<file path="config.mk">
export PLATFORM = sky130hd
export DESIGN_NAME = mult_share_sched
export DESIGN_NICKNAME = d
export VERILOG_FILES = /design/src/rtl/mult_sched_pkg.sv /design/src/rtl/mult_share_sched_rr_arbiter.sv /design/src/rtl/mult_share_sched.sv
export SDC_FILE = /design/constraint.sdc
export NUM_CORES = 1
export LEC_CHECK = 0
export ABC_AREA = 1
export ABC_CLOCK_PERIOD_IN_PS = 3000
export CAP_MARGIN = 0
export CORE_AREA = 3 3 180 182
export DETAILED_ROUTE_END_ITERATION = 10
export DIE_AREA = 0 0 183 185
export PLACE_DENSITY_LB_ADDON = 0.1
export SKIP_CTS_REPAIR_TIMING = 1
export SLEW_MARGIN = 20
export SYNTH_ARGS = -nofsm -noshare
export SYNTH_HDL_FRONTEND = slang
export SYNTH_SLANG_ARGS = --single-unit
</file>
<file path="constraint.sdc">
create_clock -name clk -period 3 [get_ports clk]
set_input_delay 0.6 -clock clk [delete_from_list [all_inputs] [get_ports clk]]
set_output_delay 0.6 -clock clk [all_outputs]
set_load 0.01 [all_outputs]
</file>
<file path="src/rtl/mult_sched_pkg.sv">
// Shared types and helpers for the shared-multiplier scheduler.
package mult_sched_pkg;

  localparam int N_DEFAULT = 32;

  typedef enum logic [1:0] {
    IDLE  = 2'd0,
    ISSUE = 2'd1,
    BUSY  = 2'd2,
    RESP  = 2'd3
  } state_t;

  function automatic int id_width(input int num_req);
    return ($clog2(num_req) < 1) ? 1 : $clog2(num_req);
  endfunction

endpackage

</file>
<file path="src/rtl/mult_share_sched_rr_arbiter.sv">
// Combinational round-robin arbiter: first request at or above ptr, with wrap.
module rr_arbiter
  import mult_sched_pkg::*;
#(
  parameter int NUM_REQ = 4,
  localparam int ID_W = id_width(NUM_REQ)
) (
  input  logic [NUM_REQ-1:0] req,
  input  logic [ID_W-1:0]    ptr,
  output logic [NUM_REQ-1:0] grant,
  output logic [ID_W-1:0]    grant_idx,
  output logic               any_grant
);

  int              sum;
  logic [ID_W-1:0] idx;

  always_comb begin
    grant     = '0;
    grant_idx = '0;
    any_grant = 1'b0;
    sum       = 0;
    idx       = '0;
    for (int off = 0; off < NUM_REQ; off++) begin
      sum = int'(ptr) + off;
      if (sum >= NUM_REQ) sum = sum - NUM_REQ;
      idx = ID_W'(sum);
      if (!any_grant && req[idx]) begin
        any_grant  = 1'b1;
        grant[idx] = 1'b1;
        grant_idx  = idx;
      end
    end
  end

endmodule

</file>
<file path="src/rtl/mult_share_sched.sv">
// Shares one sequential multiplier among NUM_REQ valid/ready requesters.
// Optional macro MULT_ZERO_BYPASS_EN: zero operands skip the multiplier.
module mult_share_sched
  import mult_sched_pkg::*;
#(
  parameter int N = N_DEFAULT,
  parameter int NUM_REQ = 4,
  localparam int ID_W = id_width(NUM_REQ)
) (
  input  logic                 clk,
  input  logic                 reset,
  input  logic [NUM_REQ-1:0]   req_valid,
  output logic [NUM_REQ-1:0]   req_ready,
  input  logic [NUM_REQ*N-1:0] req_a,
  input  logic [NUM_REQ*N-1:0] req_b,
  output logic                 resp_valid,
  input  logic                 resp_ready,
  output logic [ID_W-1:0]      resp_id,
  output logic [2*N-1:0]       resp_result,
  output logic                 mult_clear,
  output logic                 mult_en,
  output logic [N-1:0]         mult_a,
  output logic [N-1:0]         mult_b,
  input  logic [2*N-1:0]       mult_result,
  input  logic                 mult_done,
  output logic                 busy
);

  // state | meaning
  // IDLE  | arbitrating; the granted requester sees req_ready
  // ISSUE | one-cycle multiplier clear with operands already latched
  // BUSY  | multiplier enabled, waiting for mult_done
  // RESP  | product held on the response port until resp_ready

  state_t              state;
  logic [ID_W-1:0]     ptr;
  logic [ID_W-1:0]     id_q;
  logic [ID_W-1:0]     next_ptr;
  logic [NUM_REQ-1:0]  grant;
  logic [ID_W-1:0]     grant_idx;
  logic                any_grant;
  logic [N-1:0]        a_sel;
  logic [N-1:0]        b_sel;

  rr_arbiter #(.NUM_REQ(NUM_REQ)) u_arb (
    .req       (req_valid),
    .ptr       (ptr),
    .grant     (grant),
    .grant_idx (grant_idx),
    .any_grant (any_grant)
  );

  assign a_sel    = req_a[int'(grant_idx)*N +: N];
  assign b_sel    = req_b[int'(grant_idx)*N +: N];
  assign next_ptr = (grant_idx == ID_W'(NUM_REQ - 1)) ? '0 : grant_idx + 1'b1;

  // Ready is masked during reset so no accept can be pending across it.
  assign req_ready  = (state == IDLE && !reset) ? grant : '0;
  assign resp_valid = (state == RESP);
  assign resp_id    = id_q;
  assign mult_en    = (state == BUSY);
  assign mult_clear = reset || (state == ISSUE);
  assign busy       = (state != IDLE);

`ifdef MULT_ZERO_BYPASS_EN
  logic zero_op;
  assign zero_op = (a_sel == '0) || (b_sel == '0);
`endif

  always_ff @(posedge clk) begin
    if (reset) begin
      state       <= IDLE;
      ptr         <= '0;
      id_q        <= '0;
      mult_a      <= '0;
      mult_b      <= '0;
      resp_result <= '0;
    end else begin
      case (state)
        IDLE: begin
          if (any_grant) begin
            mult_a <= a_sel;
            mult_b <= b_sel;
            id_q   <= grant_idx;
            ptr    <= next_ptr;
`ifdef MULT_ZERO_BYPASS_EN
            if (zero_op) begin
              resp_result <= '0;
              state       <= RESP;
            end else begin
              state <= ISSUE;
            end
`else
            state <= ISSUE;
`endif
          end
        end
        ISSUE: state <= BUSY;
        BUSY: begin
          if (mult_done) begin
            resp_result <= mult_result;
            state       <= RESP;
          end
        end
        RESP: begin
          if (resp_ready) state <= IDLE;
        end
        default: state <= IDLE;
      endcase
    end
  end

endmodule

</file>
==> reports/metrics.cfg <==
[power_and_ir_drop]
totalPowerFinal_mw = 15.1
leakage_nw = 7.38
ir_drop_uv = 1040
pwr_density_cell_mw_per_mm2 = 1040

[setup_path]
path_class = in2out
max_stage_delay_ns = 0.51
critical_path_required_ns = 2.40
arrival_ns = 2.26
crit_top_cell = nand2_1
critPathLaunch = req_valid[3]
crit_chain = clkdlybuf4s50_1, inv_1, nand2_1, nand3_1, nand2_4, nor2_4, nand2_1, nor2_1, a221oi_1, o21ai_1, nand2_1, inv_1, dlymetal6s2s_1
end_kind = output pin
slowest_stage = clkdlybuf4s50_1
r2r_start = ptr[0]
critPathLaunchType = input port
cp_max_fo = 5

[die]
core-area_mm2 = 0.0307
rows = 64
initial_core_util_pct = 28.3
dieArea_mm2 = 0.0339
io_pins = 466
die_x_um = 183
die_h_um = 185

[clocking]
clk_latency_ns = 0.43
clk_pin_slew_ns = 0.07
cts.sinks = 134
cts_tree = built
cts-root-buf = clkbuf_16
cts_buffers = 17
htreeDepth = 4
cts.path.max_buffers = 2

[timing]
finalCriticalPeriod_ns = 2.86
slew_headroom_pct = 46.2
setup_viol = 0
drv_slew = 0
max_freq_mhz = 349
rsz0062_at_grt = no
hold_viol_final = 0
period_share_pct = 95.5
skew_ns = 0.0128
worst_pin_slew_ns = 0.807

[detailed_routing]
drc = 0
routedWlPerCell_um = 16.2
vias = 10571
postRouteAntennaNets = 0
drt-initial-drc-count = 580
routed_wl_um = 38000
drt_pass1_iterations = 5
routed_via_density = 4.50

[cells_and_area]
layout.nets = 2275
areaGrowthSynthToFinish_pct = 66.8
stdcell_count = 2347
final_common_cell = clkdlybuf4s50_1
drive_gt1_share_pct = 5.03
fillers = 3269
layout_common_cells = 460 x clkdlybuf4s50_1, 341 x inv_1, 333 x nand3_1

[global_route]
grt_pass1_vias = 9981
grt_overflow_total = 0
grt_pass1_wl_um = 56300
antenna_found_initial = 9
track_usage_pct = 21.3
grt_max_degree = 63

[min_path]
hold_path.class = reg2reg
hold_start = resp_id[1]

[placement]
place_hpwl_um = 28200
routabilityCongestion = 0.863
io_buffers = 465
dp_cells = 2312

[synthesis]
avgSynthCellArea_um2 = 5.77
ys_seq_elements = 134
synth-seq-area-share_pct = 30.9
synth_area_mm2 = 0.00869
synth_edf_count = 0
synth_fp_nets = 1845
ys_async_sr_fraction_pct = 0
synth_ff_type = dfxtp_1
synth_warnings = 0
syn_inst = 1505
netlist-cell-type-count = 30

[status]
status = finished, final reports clean

[job]
maxCapViolCount = 0

==> final timing paths <==
| kind | endpoint | slack [ns] | cells past startpoint |
|---|---|---|---|
| setup reg to reg | mult_b[10] | 0.52 | 18 |
| hold / removal | resp_id[1] | 0.47 | 2 |
| hold reg to reg | resp_id[1] | 0.47 | 2 |
| setup / recovery | req_ready[3] | 0.14 | 13 |
==> kinds of logic after synthesis <==
family                     count (synthesis)  share of synthesized area (%)
DFF                                      134                           30.9
AOI/OAI and AO/OA                         85                           5.13
adders and majority gates                 12                           1.73
buffers and inverters                    447                           21.3
and+or+nand+nor                          827                           41.0
==> layout make-up <==
| type | instances | area, um^2 | share of cell area (%) |
|---|---|---|---|
| Clock buffer | 18 | 439 | 3.03 |
| Inverter | 349 | 1310 | 9.05 |
| Multi-Input combinational cell | 924 | 4200 | 29.0 |
| Clock inverter | 14 | 155 | 1.07 |
| Sequential cell | 134 | 2680 | 18.5 |
| Tap cell | 396 | 495 | 3.42 |
| Timing Repair Buffer | 509 | 5200 | 35.9 |
| Antenna cell | 3 | 7.51 | 0.0518 |
==> cells in the mapped netlist (2+ instances only) <==
master | number | area, um^2
ha_1 | 12 | 150
buf_2 | 33 | 165
buf_4 | 14 | 105
dfxtp_1 | 134 | 2680
buf_1 | 3 | 11.3
inv_2 | 7 | 26.3
nand2_1 | 221 | 830
a21oi_1 | 5 | 25.0
o22ai_1 | 3 | 18.8
inv_1 | 341 | 1280
nand3_1 | 334 | 1670
o21ai_0 | 70 | 350
nand2_2 | 5 | 31.3
buf_6 | 10 | 113
clkbuf_1 | 38 | 143
a31oi_1 | 2 | 12.5
nor2_1 | 260 | 976
==> sequential cells by signal (all words and copies together), names as in the netlist <==
signal and count:
mult_a 32, mult_b 32, resp_id 2, ptr 2, state 2, resp_result 64
==> worst max-delay path: cells and delay by family <==
family	cells	cell delay [ns]
buffers and inverters	4	0.77
AND/OR/NAND/NOR	7	0.58
AO/OA/AOI/OAI	2	0.30
==> metrics by stage <==
stage	hold WS [ns]	setup TNS, ns	area [um^2]	worst slack [ns]	utilization, %
CTS	0.477	-1.21	14500	-0.343	47.0
global placement	0.460	-0.710	13900	-0.207	45.1
detailed placement	0.464	-0.633	13900	-0.190	45.1
finish	0.474	0	14500	0.136	47.1
floorplan	0.489	0	8690	0.570	-
global route	0.501	0	14500	0.0102	47.1
==> metal layers <==
| metal | track usage [%] | wire length, um |
|---|---|---|
| met3 | 7.19 | 3240 |
| met2 | 35.9 | 18100 |
| met5 | 0 | 72 |
| met1 | 25.7 | 15800 |
| met4 | 6.64 | 843 |
==> power by group <==
part           total (mW)  internal (mW)  switching (mW)
Clock                2.17           1.20           0.961
Combinational        10.4           4.26            6.12
Sequential           2.60           2.33           0.271
Note: power is estimated with default switching activity, not from simulation.
